==> config.mk <==
export PLATFORM = sky130hd
export DESIGN_NAME = adder_result_buffer_flat
export DESIGN_NICKNAME = d
export VERILOG_FILES = /design/src/rtl/adder_result_buffer_if.sv /design/src/rtl/adder_result_buffer.sv /design/src/flat_wrapper.sv
export SDC_FILE = /design/constraint.sdc
export NUM_CORES = 1
export LEC_CHECK = 0
export ABC_AREA = 1
export ABC_CLOCK_PERIOD_IN_PS = 2300
export CAP_MARGIN = 20
export CORE_MARGIN = 5
export CORE_UTILIZATION = 45
export CTS_BUF_LIST = sky130_fd_sc_hd__clkbuf_4
export DETAILED_ROUTE_END_ITERATION = 10
export GPL_ROUTABILITY_DRIVEN = 0
export GPL_TIMING_DRIVEN = 1
export PLACE_DENSITY_LB_ADDON = 0.1
export RECOVER_POWER = 25
export SKIP_CTS_REPAIR_TIMING = 1
export SKIP_LAST_GASP = 1
export SYNTH_ARGS = -nofsm -noshare
export SYNTH_HDL_FRONTEND = slang
export SYNTH_SLANG_ARGS = --single-unit
==> constraint.sdc <==
create_clock -name clk -period 2.3 [get_ports clk]
set_input_delay 0.46 -clock clk [delete_from_list [all_inputs] [get_ports clk]]
set_output_delay 0.46 -clock clk [all_outputs]
set_load 0.1 [all_outputs]
==> src/rtl/adder_result_buffer_if.sv <==
// Bus between the ALSU adder stage, the result buffer and its downstream consumer.
// Both sides follow valid/ready: a beat transfers on a rising edge where valid && ready.
interface adder_result_buffer_if #(
   parameter int Width     = 4,
   parameter int Width_Sel = 5,
   parameter int Depth     = 4
);
   localparam int CountW = $clog2(Depth) + 1;

   logic                 in_valid;
   logic                 in_ready;
   logic [Width_Sel-1:0] Sel;
   logic [Width-1:0]     Sum;
   logic                 carry_out;
   logic                 Negative_Sign_Adder_Flag;

   logic                 out_valid;
   logic                 out_ready;
   logic [Width_Sel-1:0] out_sel;
   logic [Width-1:0]     out_sum;
   logic                 out_carry;
   logic                 out_neg;
   logic                 out_zero;
   logic [CountW-1:0]    count;

   logic                 clear_flags;
   logic                 carry_seen;
   logic                 neg_seen;
   logic [3:0]           drop_count;

   modport slave (
      input  in_valid, Sel, Sum, carry_out, Negative_Sign_Adder_Flag,
      input  out_ready, clear_flags,
      output in_ready, out_valid, out_sel, out_sum, out_carry, out_neg, out_zero,
      output count, carry_seen, neg_seen, drop_count
   );

   modport master (
      output in_valid, Sel, Sum, carry_out, Negative_Sign_Adder_Flag,
      output out_ready, clear_flags,
      input  in_ready, out_valid, out_sel, out_sum, out_carry, out_neg, out_zero,
      input  count, carry_seen, neg_seen, drop_count
   );
endinterface

==> src/rtl/adder_result_buffer.sv <==
// Show-ahead FIFO capturing adder results with a zero tag, sticky carry/negative
// status and a saturating count of results offered while full.
module adder_result_buffer #(
   parameter int Width     = 4,
   parameter int Width_Sel = 5,
   parameter int Depth     = 4
) (
   input  logic                 clk,
   input  logic                 rst,
   adder_result_buffer_if.slave bus
);
   localparam int PtrW   = $clog2(Depth);
   localparam int CountW = PtrW + 1;
   localparam int EntryW = Width_Sel + Width + 3;

   logic [EntryW-1:0] mem [Depth];
   logic [PtrW-1:0]   wr_ptr;
   logic [PtrW-1:0]   rd_ptr;
   logic [CountW-1:0] count_q;
   logic              carry_q;
   logic              neg_q;
   logic [3:0]        drop_q;

   logic              full;
   logic              empty;
   logic              push;
   logic              pop;
   logic              drop;
   logic              sum_zero;
   logic [EntryW-1:0] head;

   assign full     = (count_q == CountW'(Depth));
   assign empty    = (count_q == '0);
   assign push     = bus.in_valid && !full;
   assign pop      = bus.out_ready && !empty;
   assign drop     = bus.in_valid && full;
   assign sum_zero = (bus.Sum == '0);

   // Storage needs no reset: empty occupancy masks stale entries at the output.
   always_ff @(posedge clk) begin
      if (!rst && push)
         mem[wr_ptr] <= {bus.Sel, bus.Sum, bus.carry_out, bus.Negative_Sign_Adder_Flag, sum_zero};
   end

   always_ff @(posedge clk) begin
      if (rst) begin
         wr_ptr  <= '0;
         rd_ptr  <= '0;
         count_q <= '0;
         carry_q <= 1'b0;
         neg_q   <= 1'b0;
         drop_q  <= 4'd0;
      end else begin
         if (push)
            wr_ptr <= wr_ptr + 1'b1;
         if (pop)
            rd_ptr <= rd_ptr + 1'b1;
         if (push && !pop)
            count_q <= count_q + 1'b1;
         else if (pop && !push)
            count_q <= count_q - 1'b1;

         // A same-cycle event overrides clear_flags.
         carry_q <= (carry_q && !bus.clear_flags) || (push && bus.carry_out);
         neg_q   <= (neg_q && !bus.clear_flags) || (push && bus.Negative_Sign_Adder_Flag);
         if (drop) begin
            if (bus.clear_flags)
               drop_q <= 4'd1;
            else if (drop_q != 4'd15)
               drop_q <= drop_q + 4'd1;
         end else if (bus.clear_flags) begin
            drop_q <= 4'd0;
         end
      end
   end

   assign head = empty ? '0 : mem[rd_ptr];

   assign bus.in_ready   = !full;
   assign bus.out_valid  = !empty;
   assign bus.out_sel    = head[EntryW-1 -: Width_Sel];
   assign bus.out_sum    = head[Width+2 -: Width];
   assign bus.out_carry  = head[2];
   assign bus.out_neg    = head[1];
   assign bus.out_zero   = head[0];
   assign bus.count      = count_q;
   assign bus.carry_seen = carry_q;
   assign bus.neg_seen   = neg_q;
   assign bus.drop_count = drop_q;
endmodule

==> src/flat_wrapper.sv <==
// flat-port wrapper written by rule: the top's interface ports become plain ports
module adder_result_buffer_flat 
#(
   parameter int Width     = 4,
   parameter int Width_Sel = 5,
   parameter int Depth     = 4
)
  (clk, rst, bus_in_valid, bus_Sel, bus_Sum, bus_carry_out, bus_Negative_Sign_Adder_Flag, bus_out_ready, bus_clear_flags, bus_in_ready, bus_out_valid, bus_out_sel, bus_out_sum, bus_out_carry, bus_out_neg, bus_out_zero, bus_count, bus_carry_seen, bus_neg_seen, bus_drop_count);
  adder_result_buffer_if #(.Width(Width), .Width_Sel(Width_Sel), .Depth(Depth)) bus_i ();
  input  logic clk;
  input  logic rst;
  input wire logic [$bits(bus_i.in_valid)-1:0] bus_in_valid;
  input wire logic [$bits(bus_i.Sel)-1:0] bus_Sel;
  input wire logic [$bits(bus_i.Sum)-1:0] bus_Sum;
  input wire logic [$bits(bus_i.carry_out)-1:0] bus_carry_out;
  input wire logic [$bits(bus_i.Negative_Sign_Adder_Flag)-1:0] bus_Negative_Sign_Adder_Flag;
  input wire logic [$bits(bus_i.out_ready)-1:0] bus_out_ready;
  input wire logic [$bits(bus_i.clear_flags)-1:0] bus_clear_flags;
  output wire logic [$bits(bus_i.in_ready)-1:0] bus_in_ready;
  output wire logic [$bits(bus_i.out_valid)-1:0] bus_out_valid;
  output wire logic [$bits(bus_i.out_sel)-1:0] bus_out_sel;
  output wire logic [$bits(bus_i.out_sum)-1:0] bus_out_sum;
  output wire logic [$bits(bus_i.out_carry)-1:0] bus_out_carry;
  output wire logic [$bits(bus_i.out_neg)-1:0] bus_out_neg;
  output wire logic [$bits(bus_i.out_zero)-1:0] bus_out_zero;
  output wire logic [$bits(bus_i.count)-1:0] bus_count;
  output wire logic [$bits(bus_i.carry_seen)-1:0] bus_carry_seen;
  output wire logic [$bits(bus_i.neg_seen)-1:0] bus_neg_seen;
  output wire logic [$bits(bus_i.drop_count)-1:0] bus_drop_count;
  assign bus_i.in_valid = bus_in_valid;
  assign bus_i.Sel = bus_Sel;
  assign bus_i.Sum = bus_Sum;
  assign bus_i.carry_out = bus_carry_out;
  assign bus_i.Negative_Sign_Adder_Flag = bus_Negative_Sign_Adder_Flag;
  assign bus_i.out_ready = bus_out_ready;
  assign bus_i.clear_flags = bus_clear_flags;
  assign bus_in_ready = bus_i.in_ready;
  assign bus_out_valid = bus_i.out_valid;
  assign bus_out_sel = bus_i.out_sel;
  assign bus_out_sum = bus_i.out_sum;
  assign bus_out_carry = bus_i.out_carry;
  assign bus_out_neg = bus_i.out_neg;
  assign bus_out_zero = bus_i.out_zero;
  assign bus_count = bus_i.count;
  assign bus_carry_seen = bus_i.carry_seen;
  assign bus_neg_seen = bus_i.neg_seen;
  assign bus_drop_count = bus_i.drop_count;
  adder_result_buffer #(.Width(Width), .Width_Sel(Width_Sel), .Depth(Depth)) u_core (.clk(clk), .rst(rst), .bus(bus_i));
endmodule
==> results of run 1 <==
## path summary, 6_finish.rpt
path              slack (ns)                          endpoint
setup reg to reg        0.37  u_core.bus.count[2]$_SDFFE_PP0P_
hold reg to reg         0.47    u_core.bus.neg_seen$_SDFF_PP0_
hold / removal          0.47    u_core.bus.neg_seen$_SDFF_PP0_
setup / recovery        0.17                     bus_out_carry
## power groups by stage
stage	sequential, µW	combinational (µW)	clock [µW]
6_report	1430	2910	628
3_3_place_gp	1450	2910	0
2_1_floorplan	1620	1870	0
5_1_grt	1450	3060	703
4_1_cts	1430	2930	644
3_5_place_dp	1450	2920	0
## worst max-delay path, stage by stage, from the launching register on
cell and delay (ns):
dfxtp_4 0.38, nor2_4 0.22, nand2_4 0.12, inv_6 0.16, buf_12 0.17, a21oi_4 0.05, buf_12 0.17
## cell families after synthesis
group	after synthesis
simple gates	101
buf+inv	31
flops	63
compound gates	50
xor+xnor	2
fa+ha+maj	7
## layout make-up
type	count	area, µm²	area share [%]
clock buffer	10	75.1	2.10
tap	75	93.8	2.63
clock inverter	6	37.5	1.05
inverter	23	93.8	2.63
sequential	63	1760	49.2
timing repair buffer	50	576	16.1
multi-input combinational	160	937	26.3
## layer usage
metal	vias to the layer above	routed length, µm
li1	971	-
met1	913	2450
met2	36	2650
met3	10	191
met4	0	114
met5	-	0
## flip-flops by register name (all words and copies together) (netlist names), named ones only
name                   flops
u_core.bus.carry_seen      1
u_core.bus.count           3
u_core.bus.drop_count      4
u_core.bus.neg_seen        1
u_core.mem                48
u_core.rd_ptr              2
u_core.wr_ptr              2
## cells in the mapped netlist, drive strengths merged
library cell / n / share of area (%)
edfxtp: 48 / 53
buf: 8 / 2.1
dfxtp: 15 / 11
clkinv: 1 / 0.14
fa: 1 / 0.73
nand4: 3 / 0.69
nand2: 25 / 4.3
ha: 6 / 2.7
nor4: 1 / 0.23
o21ai: 29 / 5.3
inv: 22 / 3.0
nor2: 60 / 8.6
nand3: 12 / 2.4
xor2: 2 / 0.64
a21oi: 21 / 5.5
## per-stage QoR
stage | area (µm²) | power [µW]
2_1_floorplan | 2830 | 3490
3_3_place_gp | 3450 | 4360
3_5_place_dp | 3450 | 4370
4_1_cts | 3560 | 5000
5_1_grt | 3570 | 5210
6_report | 3570 | 4970
==> results.md, run 1 <==
- Min Hold Slack: 0.467 ns
- Final setup viols: 0
- Syn Nets: 277
- GRT Overall Usage: 16.0%
- Fmax: 469 MHz
- Flops & latches, synth: 63
- Max-slew headroom: 61.1%
- P_sw: 2480 µW
- CP Class: flip-flop to output port
- Finished Core Util: 60.3%
- Max-slew violations: 0
- Internal: 2490 µW
- CTS buffer count: 9
- CP startpoint kind: flip-flop
- Yosys warnings: 0
- Die area: 0.00774 mm²
- Via-to-Cell Ratio: 4.99
- Fin. Hold Viols: 0
- Largest family of logic cells by synthesized area: simple AND/OR/NAND/NOR gates
- Worst IR Drop VDD: 0.787 mV
- HP Start: u_core.bus.neg_seen$_SDFF_PP0_
- Most frequent cells in the layout: nor2_1, edfxtp_1, o21ai_1, buf_4, nand2_1
- DRT iter0 DRCs: 75
- PwrDens: 1390 mW/mm²
- Critical path origin: u_core.bus.count[1]$_SDFFE_PP0P_
- Most common cell after layout, fill and taps aside: nor2_1
- Clock Tree Buf Depth: 2
- # fillers: 501
- Reg power frac: 28.8%
- DRC errors left: 0
- Tcrit/Tclk final: 92.8%
- Comb power frac: 58.6%
- Required time worst endpoint: 1.84 ns
- Max-Cap Viols: 0
- Routed wire length: 5410 µm
- CTS Root Buffer Type: clkbuf_4
- GR Layer Usage met1: 20.2%
- WL/cell: 14.0 µm
- Largest net degree at the start of global routing: 25
- Met2 GRT Util: 26.1%
- IO Pins: 39
- Setup crit end kind: output port
- PortBufs: 38
- Post-route insts no fill: 387
- H-Tree Depth: 3
- Adder-cell area share of the yosys netlist: 3.48%
- Placement Setup Slack: 0.0187 ns
- GR peak layer: met2
- Initial antenna violation count: 0
- Worst-skew pair later-pin latency: 0.39 ns
- Vias: 1,930
- Worst Max-Slew Pin Slew: 0.578 ns
- DP Wirelength: 3700 µm
- Clock power share: 12.6%
- R2r startpoint: u_core.bus.count[1]$_SDFFE_PP0P_
- CTS tree: yes
- Synth Area in Simple Gates: 16.1%
- Clk_skew: 0.0120 ns
- Leakage: 0.00135 µW
- First-pass GRT wire length: 9120 µm
- Arr. time, crit path: 1.67 ns
- Chip width: 88.0 µm
- Starting density of the core: 46.2%
- Post-placement cell count: 371
- Setup slack after layout: 0.167 ns
- Switching part of the total power: 50.0%
- Clock Sinks: 63
- Cells after Synth: 254
- Largest fanout on the critical path: 7
- Sequential area share after synthesis: 63.7%
- Rows: 28
- Outcome: complete, no violations
- Setup TNS: 0 ns
- Compound-Gate Fraction of Synth Area: 10.8%
- Multiplexer share of the synthesized area: 0%
- Antenna diodes: 0
- XOR/XNOR Fraction of Synth Area: 0.640%
- Die height: 88.0 µm
- Share of layout cells above drive strength 1: 26.3%
- Area Growth Syn to Fin: 30.5%
- Antenna Violating Nets Remaining: 0
- RSZ-0062 raised after global routing: false
- Hold WC Path Type: flip-flop to flip-flop
- Reg2reg path depth: 10
- Synth Area per Inst: 10.8 µm²
- Core ar.: 0.00592 mm²
- Met3 Usage GRT: 3.20%
- Final min period: 2.13 ns
- Total Nets Final: 330
- Reg clk slew, reported paths: 0.11 ns
- Synth cell types: 25
- Vias in the first global route: 1,897
- Hold depth: 2
- Pre-antenna DRT Iters: 4
- Mapped Area: 0.00274 mm²
- GRT overflow: 0
(Power assumes the default switching activity.)
==> run 2, diff against run 1 <==
SKIP_LAST_GASP = default   (was 1)
==> results of run 2 <==
Same layout as run 1: the final DEF is identical, and so are final timing and power.
==> run 3, diff against run 2 <==
CORE_ASPECT_RATIO = 1.5   (was default)
CORE_UTILIZATION = 56   (was 45)
PLACE_DENSITY_LB_ADDON = 0.05   (was 0.1)
==> results.md, run 3 (same netlist as run 1, synthesis figures left out) <==
- Outcome: complete, no violations (unchanged)
- Crit path max-delay cell type: dfxtp_2 (was dfxtp_4)
- Starting density of the core: 57.3% (was 46.2%)
- Largest register FFs: 48 (unchanged)
- Most frequent cells in the layout: nor2_1, edfxtp_1, buf_4, o21ai_1, nand2_1 (was nor2_1, edfxtp_1, o21ai_1, buf_4, nand2_1)
- Initial antenna violation count: 0 (unchanged)
- PwrDens: 1410 mW/mm² (was 1390 mW/mm²)
- Fin. Hold Viols: 0 (unchanged)
- DRT iter0 DRCs: 81 (was 75)
- Die area: 0.00641 mm² (was 0.00774 mm²)
- Largest fanout on the critical path: 24 (was 7)
- Worst path cell trace: inv_2, o21ai_0, a21oi_4, buf_12 (was nor2_4, nand2_4, inv_6, buf_12, a21oi_4, buf_12)
- Hold WC Path Type: flip-flop to flip-flop (unchanged)
- Final setup viols: 0 (unchanged)
- Via-to-Cell Ratio: 5.12 (was 4.99)
- Max-slew violations: 0 (unchanged)
- Worst-skew pair later-pin latency: 0.41 ns (was 0.39 ns)
- Antenna Violating Nets Remaining: 0 (unchanged)
- GRT overflow: 0 (unchanged)
- Worst IR Drop VDD: 0.944 mV (was 0.787 mV)
- Pre-antenna DRT Iters: 4 (unchanged)
- DP Wirelength: 3920 µm (was 3700 µm)
- Crit path depth: 4 (was 6)
- Vias: 1,952 (was 1,930)
- Vias in the first global route: 2,011 (was 1,897)
- Worst setup path endpoint: bus_out_neg (was bus_out_carry)
- Finished Core Util: 75.1% (was 60.3%)
- Slowest cell delay on critical path: 0.36 ns (was 0.38 ns)
- Leakage: 0.00136 µW (was 0.00135 µW)
- Register-to-register setup slack: 0.32 ns (was 0.37 ns)
- Routed wire length: 5490 µm (was 5410 µm)
- WP buf/inv: 2 (was 3)
- CP Class: flip-flop to output port (unchanged)
- Reg2reg path depth: 10 (unchanged)
- Arr. time, crit path: 1.73 ns (was 1.67 ns)
- Total Nets Final: 333 (was 330)
- Setup crit end kind: output port (unchanged)
- GR peak layer: met2 (unchanged)
- DRC errors left: 0 (unchanged)
- CP startpoint kind: flip-flop (unchanged)
- Required time worst endpoint: 1.84 ns (about the same)
- Top cell family by delay on the critical path: buffers and inverters (unchanged)
- GR Layer Usage met1: 21.0% (was 20.2%)
- Reg2Reg Capture Point: u_core.bus.count[2]$_SDFFE_PP0P_ (unchanged)
- PortBufs: 38 (unchanged)
- Die height: 95.6 µm (was 88.0 µm)
- Tcrit/Tclk final: 95.4% (was 92.8%)
- Clock Tree Buf Depth: 2 (unchanged)
- GRT Overall Usage: 20.0% (was 16.0%)
- Final min period: 2.19 ns (was 2.13 ns)
- H-Tree Depth: 3 (unchanged)
- R2r startpoint: u_core.bus.count[1]$_SDFFE_PP0P_ (unchanged)
- Setup TNS: 0 ns (unchanged)
- Clk_skew: 0.0115 ns (was 0.0120 ns)
- CTS Root Buffer Type: clkbuf_4 (unchanged)
- Chip width: 67.1 µm (was 88.0 µm)
- IO Pins: 39 (unchanged)
- Clock Sinks: 63 (unchanged)
- Largest net degree at the start of global routing: 25 (unchanged)
- Reg clk slew, reported paths: 0.10 ns (was 0.11 ns)
- Most common cell after layout, fill and taps aside: nor2_1 (unchanged)
- Max-slew headroom: 58.3% (was 61.1%)
- CTS tree: yes (unchanged)
- CTS buffer count: 9 (unchanged)
- RSZ-0062 raised after global routing: true (was false)
- First-pass GRT wire length: 9210 µm (was 9120 µm)
- Max-Cap Viols: 0 (unchanged)
- WL/cell: 14.4 µm (was 14.0 µm)
- Core ar.: 0.00477 mm² (was 0.00592 mm²)
- Min Hold Slack: 0.466 ns (was 0.467 ns)
- Area Growth Syn to Fin: 31.1% (was 30.5%)
- Met3 Usage GRT: 4.48% (was 3.20%)
- Antenna diodes: 0 (unchanged)
- Rows: 31 (was 28)
- Met2 GRT Util: 36.3% (was 26.1%)
- Most flops, register: u_core.mem (unchanged)
- Fmax: 456 MHz (was 469 MHz)
- Share of layout cells above drive strength 1: 26.7% (was 26.3%)
- Worst Max-Slew Pin Slew: 0.620 ns (was 0.578 ns)
==> run 3: through the flow <==
step | instance area, µm² | power, µW | setup WS, ns | std cells
floorplan | 2830 | 3490 | -0.0565 | 254
global placement | 3440 | 4330 | 0.103 | 365
detailed placement | 3440 | 4370 | -0.0187 | 365
CTS | 3580 | 5100 | 0.00394 | 381
global route | 3580 | 5290 | -0.0392 | 381
finish | 3580 | 5060 | 0.107 | 381
==> run 3: cell type report <==
class                           count  area (µm²)
Clock inverter                      6        61.3
Fill cell                         349        1190
Sequential cell                    63        1750
Inverter                           23        88.8
Clock buffer                       10        75.1
Timing Repair Buffer               53         586
Multi-Input combinational cell    160         937
Tap cell                           66        82.6
==> run 3: where the power goes <==
part / switching (µW) / internal [µW] / total, µW / leakage (µW)
sequential: 83.4 / 1340 / 1420 / 0.000563
combinational: 2000 / 903 / 2910 / 0.000736
clock: 396 / 337 / 733 / 0.0000661
==> run 3: worst min-delay path by stage <==
stage	slack (ns)	cells past startpoint	end	from
floorplan	0.46	2	flip-flop	u_core.rd_ptr[1]$_SDFFE_PP0P_
global placement	0.45	2	u_core.bus.neg_seen$_SDFF_PP0_	u_core.bus.neg_seen$_SDFF_PP0_
detailed placement	0.45	2	u_core.bus.carry_seen$_SDFF_PP0_	u_core.bus.carry_seen$_SDFF_PP0_
CTS	0.47	2	u_core.bus.carry_seen$_SDFF_PP0_	u_core.bus.carry_seen$_SDFF_PP0_
global route	0.50	2	u_core.bus.carry_seen$_SDFF_PP0_	u_core.bus.carry_seen$_SDFF_PP0_
finish	0.47	2	u_core.bus.carry_seen$_SDFF_PP0_	u_core.bus.carry_seen$_SDFF_PP0_
==> run 3: tightest hold or removal path: cells and delay by family (launching register included) <==
family / cells / cell delay, ns
DFF: 1 / 0.32
and+or+nand+nor: 2 / 0.11
==> run 3: layer usage <==
layer | part of all wire (%) | wire length, µm
met1 | 40 | 2190
met3 | 3.9 | 212
met4 | 1.8 | 97
met2 | 54 | 2990
met5 | 0 | 0
